===== config.mk =====
export PLATFORM = sky130hd
export DESIGN_NAME = writeback_cycle
export DESIGN_NICKNAME = d
export VERILOG_FILES = /design/src/rtl/writeback_cycle.sv
export SDC_FILE = /design/constraint.sdc
export NUM_CORES = 1
export LEC_CHECK = 0
export BUFFER_PORTS_ARGS = -buffer_cell sky130_fd_sc_hd__buf_2
export CORE_AREA = 8 8 142 144
export CTS_BUF_LIST = sky130_fd_sc_hd__clkbuf_8
export DETAILED_ROUTE_END_ITERATION = 12
export DIE_AREA = 0 0 150 152
export GPL_TIMING_DRIVEN = 0
export HOLD_SLACK_MARGIN = 0.12
export SLEW_MARGIN = 15
export SYNTH_ARGS = -nofsm -noshare
export SYNTH_HDL_FRONTEND = slang
export SYNTH_SLANG_ARGS = --single-unit

===== constraint.sdc =====
create_clock -name clk -period 2.25 [get_ports clk]
set_input_delay 0.225 -clock clk [delete_from_list [all_inputs] [get_ports clk]]
set_output_delay 0.225 -clock clk [all_outputs]
set_load 0.05 [all_outputs]

===== src/rtl/writeback_cycle.sv =====
// Writeback stage of the RV32I pipeline: load alignment, result select, RF write, instret counter.
// Optional registered retire-trace port is compiled in with `define RETIRE_TRACE_EN.
module writeback_cycle (
  input  logic        clk,
  input  logic        rst,
  input  logic        ValidW,
  input  logic        RegWriteW,
  input  logic [1:0]  ResultSrcW,
  input  logic        MemReadW,
  input  logic        MemWriteW,
  input  logic [4:0]  RD_W,
  input  logic [31:0] InstrW,
  input  logic [31:0] PC_W,
  input  logic [31:0] PCPlus4W,
  input  logic [31:0] ALU_ResultW,
  input  logic [31:0] WriteDataW,
  input  logic [31:0] PCTargetW,
  input  logic        PCSrcW,
  input  logic [3:0]  dmem_mask_W,
  input  logic [31:0] i_dmem_rdata,
  input  logic        i_dmem_rvalid,
  output logic        o_rf_we,
  output logic [4:0]  o_rf_waddr,
  output logic [31:0] o_rf_wdata,
  output logic [31:0] ResultW,
  output logic        o_stall,
  output logic [63:0] o_instret
`ifdef RETIRE_TRACE_EN
  ,
  output logic        o_retire_valid,
  output logic [31:0] o_retire_insn,
  output logic [31:0] o_retire_pc,
  output logic [31:0] o_retire_next_pc,
  output logic [4:0]  o_retire_rd,
  output logic [31:0] o_retire_rd_wdata,
  output logic [31:0] o_retire_mem_addr,
  output logic [3:0]  o_retire_mem_mask,
  output logic [31:0] o_retire_mem_rdata,
  output logic [31:0] o_retire_mem_wdata
`endif
);

  typedef enum logic {S_IDLE, S_WAIT} state_t;

  state_t      r_state;
  logic [63:0] r_instret;
  logic [31:0] w_sh;
  logic [31:0] w_load;
  logic [31:0] w_result;
  logic        w_ret;
  logic        w_rf_we;

  assign w_sh = i_dmem_rdata >> {ALU_ResultW[1:0], 3'b000};

  always_comb begin
    w_load = '0;
    case (InstrW[14:12])
      3'b000:  w_load = {{24{w_sh[7]}}, w_sh[7:0]};
      3'b001:  w_load = {{16{w_sh[15]}}, w_sh[15:0]};
      3'b010:  w_load = w_sh;
      3'b100:  w_load = {24'b0, w_sh[7:0]};
      3'b101:  w_load = {16'b0, w_sh[15:0]};
      default: w_load = '0;
    endcase
  end

  always_comb begin
    w_result = ALU_ResultW;
    case (ResultSrcW)
      2'b01:   w_result = w_load;
      2'b10:   w_result = PCPlus4W;
      default: w_result = ALU_ResultW;
    endcase
  end

  // Stall is purely combinational so a same-cycle rvalid costs no bubble.
  assign o_stall    = ValidW & MemReadW & ~i_dmem_rvalid;
  assign w_ret      = ValidW & ~o_stall;
  assign w_rf_we    = w_ret & RegWriteW & (RD_W != 5'd0);
  assign o_rf_we    = w_rf_we;
  assign o_rf_waddr = RD_W;
  assign o_rf_wdata = w_result;
  assign ResultW    = w_result;
  assign o_instret  = r_instret;

  always_ff @(posedge clk) begin
    if (rst) begin
      r_state   <= S_IDLE;
      r_instret <= '0;
    end else begin
      case (r_state)
        S_IDLE:  if (ValidW & MemReadW & ~i_dmem_rvalid) r_state <= S_WAIT;
        S_WAIT:  if (i_dmem_rvalid) r_state <= S_IDLE;
        default: r_state <= S_IDLE;
      endcase
      if (w_ret) r_instret <= r_instret + 64'd1;
    end
  end

`ifdef RETIRE_TRACE_EN
  always_ff @(posedge clk) begin
    if (rst) begin
      o_retire_valid     <= 1'b0;
      o_retire_insn      <= '0;
      o_retire_pc        <= '0;
      o_retire_next_pc   <= '0;
      o_retire_rd        <= '0;
      o_retire_rd_wdata  <= '0;
      o_retire_mem_addr  <= '0;
      o_retire_mem_mask  <= '0;
      o_retire_mem_rdata <= '0;
      o_retire_mem_wdata <= '0;
    end else begin
      o_retire_valid <= w_ret;
      if (w_ret) begin
        o_retire_insn      <= InstrW;
        o_retire_pc        <= PC_W;
        o_retire_next_pc   <= PCSrcW ? PCTargetW : PCPlus4W;
        o_retire_rd        <= w_rf_we ? RD_W : 5'd0;
        o_retire_rd_wdata  <= w_rf_we ? w_result : 32'd0;
        o_retire_mem_addr  <= (MemReadW | MemWriteW) ? {ALU_ResultW[31:2], 2'b00} : 32'd0;
        o_retire_mem_mask  <= (MemReadW | MemWriteW) ? dmem_mask_W : 4'd0;
        o_retire_mem_rdata <= MemReadW ? i_dmem_rdata : 32'd0;
        o_retire_mem_wdata <= MemWriteW ? WriteDataW : 32'd0;
      end
    end
  end
`else
  logic w_unused;
  assign w_unused = ^{InstrW[31:15], InstrW[11:0], PC_W, WriteDataW, PCTargetW,
                      PCSrcW, dmem_mask_W, MemWriteW};
`endif

endmodule


==> results.toml <==
[run_status]
status = "complete, no violations"

[worst_setup_path]
crit_chain = "and4_1, buf_6, nand4_1, buf_4, or4_4, o41ai_1, a21oi_1"
cp_max_fo = 6
worstRegToRegCells = 7
slowest_stage = "or4_4"
worstPathRequired_ps = 2470
crit_family = "simple AND/OR/NAND/NOR gates"
crit_type = "flip-flop to flip-flop"
worst-r2r-setup-slack_ps = 3
r2r-end = "o_instret[58]"
critPathCaptureType = "flip-flop"
r2r-start = "o_instret[22]"
crit_buf_inv = 2
critical-path-max-stage-delay_ps = 590
cp.arrival_ps = 2470
setup.worst_path.start_class = "flip-flop"

[floorplan]
io_pins = 378
fp.dieW_um = 150
fp-row-count = 49
core_um2 = 17800
dieArea_um2 = 22800
start_util_pct = 27.5
die_h_um = 152

[clock_tree]
ctsHoldBuffers = 0
numCtsBuffers = 9
cts_tree = "yes"
cts_root_buf = "clkbuf_8"
clock_path_buffers = 2
numClockSinks = 64
clkTransAtPathRegs_ps = 70
clock_latency_ps = 350
htreeDepth = 3

[detailed_routing]
wl_per_cell_um = 19.4
via_count = 6186
drcViolationCount = 0
drtIter0Drc = 279
firstDrtPassIters = 6
routed_via_density = 5.28
final_antenna_net_count = 0
wl_um = 22700

[final_layout]
nets = 1184
syn_to_final_growth_pct = 59.1
largest_reg_flops = 64
drive_gt1_share_pct = 52.1

[logic_synthesis]
synthArstFlopShare_pct = 0
yosys.area.top_type = "dfxtp_1"
synth_edf_count = 0
syn-cell-area_um2 = 4880
muxShareOfSynthArea_pct = 6.63
synthCells = 647
synth.most_common_cell = "dfxtp_1"
synth_compound_area_share_pct = 20.5
synth_cell_types = 48
synth_fp_nets = 893
netlist_top_cells_count = "dfxtp_1 (64), a21oi_1 (59), nand2_1 (53)"
ys.flop_type = "dfxtp_1"
synth_top_family_by_area = "simple AND/OR/NAND/NOR gates"
yosys.area_share.simple_pct = 30.7
synth-adder-area-share_pct = 0.768
netlist_top_cells_area = "dfxtp_1 (26%), a21oi_1 (6.0%), buf_4 (5.8%)"
seq_area_frac_synth_pct = 26.2
synth_area_per_cell_um2 = 7.55
synth_top_area_share_pct = 26.2
synth_xor_area_share_pct = 4.84
ys_seq_elements = 64
ys_warn_count = 0

[min_path]
hold_start = "rst"
hold_path_depth = 3
hold_class = "input port to flip-flop"
holdPathEnd = "o_instret[62]"

[sta]
fin_skew_ps = 8.87
fmax_mhz = 445
setup_viol = 0
fin_crit_ps = 2250
rsz0062_at_grt = "yes"
fin_tns_setup_ps = 0
tightest_slew_ps = 838
fin_crit_sh_pct = 99.9
slew_viol_final = 0
hold_viol = 0
relSlewSlack_pct = 43.7

[power]
netSwitchingFraction_pct = 40.7
p_leak_nw = 3.22
seqPwrFrac_pct = 30.9
pwr-share-clk_pct = 26.7
p_sw_w = 0.00146
ir_drop_v = 0.000300
internal_power_w = 0.00213
p_comb_share_pct = 42.3
powerDensity_nw_per_um2 = 462
p_total_w = 0.00359

[place]
gp_congestion = 0.925
port_buffers = 245
hpwl_um = 18000

[grt]
grt_pass1_wl_um = 33200
grt_use_total_pct = 18.2
grt_pass1_vias = 5787
grt_max_degree = 14
grt_overflow = 0
antenna_found_initial = 1

[run]
drv_cap = 0
==> tightest hold or removal path, delay by kind of cell <==
| family | cells | cell delay (ps) |
|---|---|---|
| mux | 1 | 140 |
| buf+inv | 1 | 130 |
| simple gates | 1 | 100 |
==> power by group through the flow <==
stage / logic [W] / clock network [W] / registers (W)
after global placement: 0.00140 / 0 / 0.00114
after detailed placement: 0.00140 / 0 / 0.00114
final: 0.00152 / 0.000959 / 0.00111
after CTS: 0.00148 / 0.000979 / 0.00111
after floorplan: 0.00102 / 0 / 0.00115
after global routing: 0.00159 / 0.00103 / 0.00111
==> how the worst max path moves through the flow <==
stage                             start             end  slack, ps  depth (start not counted)
after floorplan              InstrW[12]  o_rf_wdata[25]       -230                          6
after global placement       InstrW[12]  o_rf_wdata[26]       -730                          7
after detailed placement     InstrW[12]  o_rf_wdata[25]       -760                          7
after CTS                 ResultSrcW[0]  o_rf_wdata[15]        -60                          9
after global routing      ResultSrcW[0]  o_rf_wdata[28]        -80                         10
final                     o_instret[22]   o_instret[58]          3                          7
==> through the flow <==
step	setup WS, ps	hold slack (ps)	cells	utilization [%]	area [um^2]
finish	3.16	280	1172	43.7	7770
global placement	-731	472	1121	38.8	6900
CTS	-55.5	268	1145	41.4	7350
global route	-84.6	311	1172	43.7	7770
detailed placement	-763	471	1121	38.8	6900
floorplan	-232	466	647	-	5390
==> layout by cell type, fill, tap and decap left out, types with 18 or more instances in the layout <==
master | synthesis | layout
buf_6 | 1 | 18
nor2b_1 | 22 | 21
dfxtp_2 | 0 | 20
a22oi_1 | 28 | 24
xnor2_1 | 18 | 18
nor2_1 | 40 | 39
nand2_1 | 53 | 50
buf_2 | 6 | 228
a21oi_1 | 59 | 38
dfxtp_4 | 0 | 28
o21ai_0 | 41 | 25
buf_4 | 38 | 75
nand4_1 | 26 | 26
==> layout make-up <==
class | instances | area, um^2
Inverter | 14 | 55.1
Clock inverter | 2 | 7.51
Multi-Input combinational cell | 491 | 3600
Tap cell | 229 | 287
Antenna cell | 1 | 2.50
Clock buffer | 13 | 179
Sequential cell | 64 | 1410
Fill cell | 1795 | 10000
Buffer | 75 | 568
Timing Repair Buffer | 283 | 1660
==> metal layers <==
layer	GRT usage, %	wire length, um	part of all wire [%]	vias up
li1	-	-	-	2984
met3	4.93	2160	9.5	26
met1	21.1	8870	39	2902
met4	5.00	479	2.1	0
met2	32.1	11200	49	274
met5	0	0	0	-
==> what timing repair did <==
action                                  CTS  global route
buffers inserted                         11            25
pin swaps                                 9            22
gates cloned                              1             2
resized for setup                        60            70
endpoints found under the setup margin   83            70
==> logic make-up (layout without fill, tap and decap cells) <==
| group | Yosys count | count (layout) |
|---|---|---|
| AOI/OAI and AO/OA | 164 | 164 |
| adders and majority gates | 3 | 3 |
| muxes | 29 | 29 |
| and+or+nand+nor | 267 | 268 |
| buffers and inverters | 93 | 387 |
| xor gates and xnor gates | 27 | 27 |
| DFF | 64 | 64 |
| other | 0 | 1 |
(Power assumes the default switching activity.)
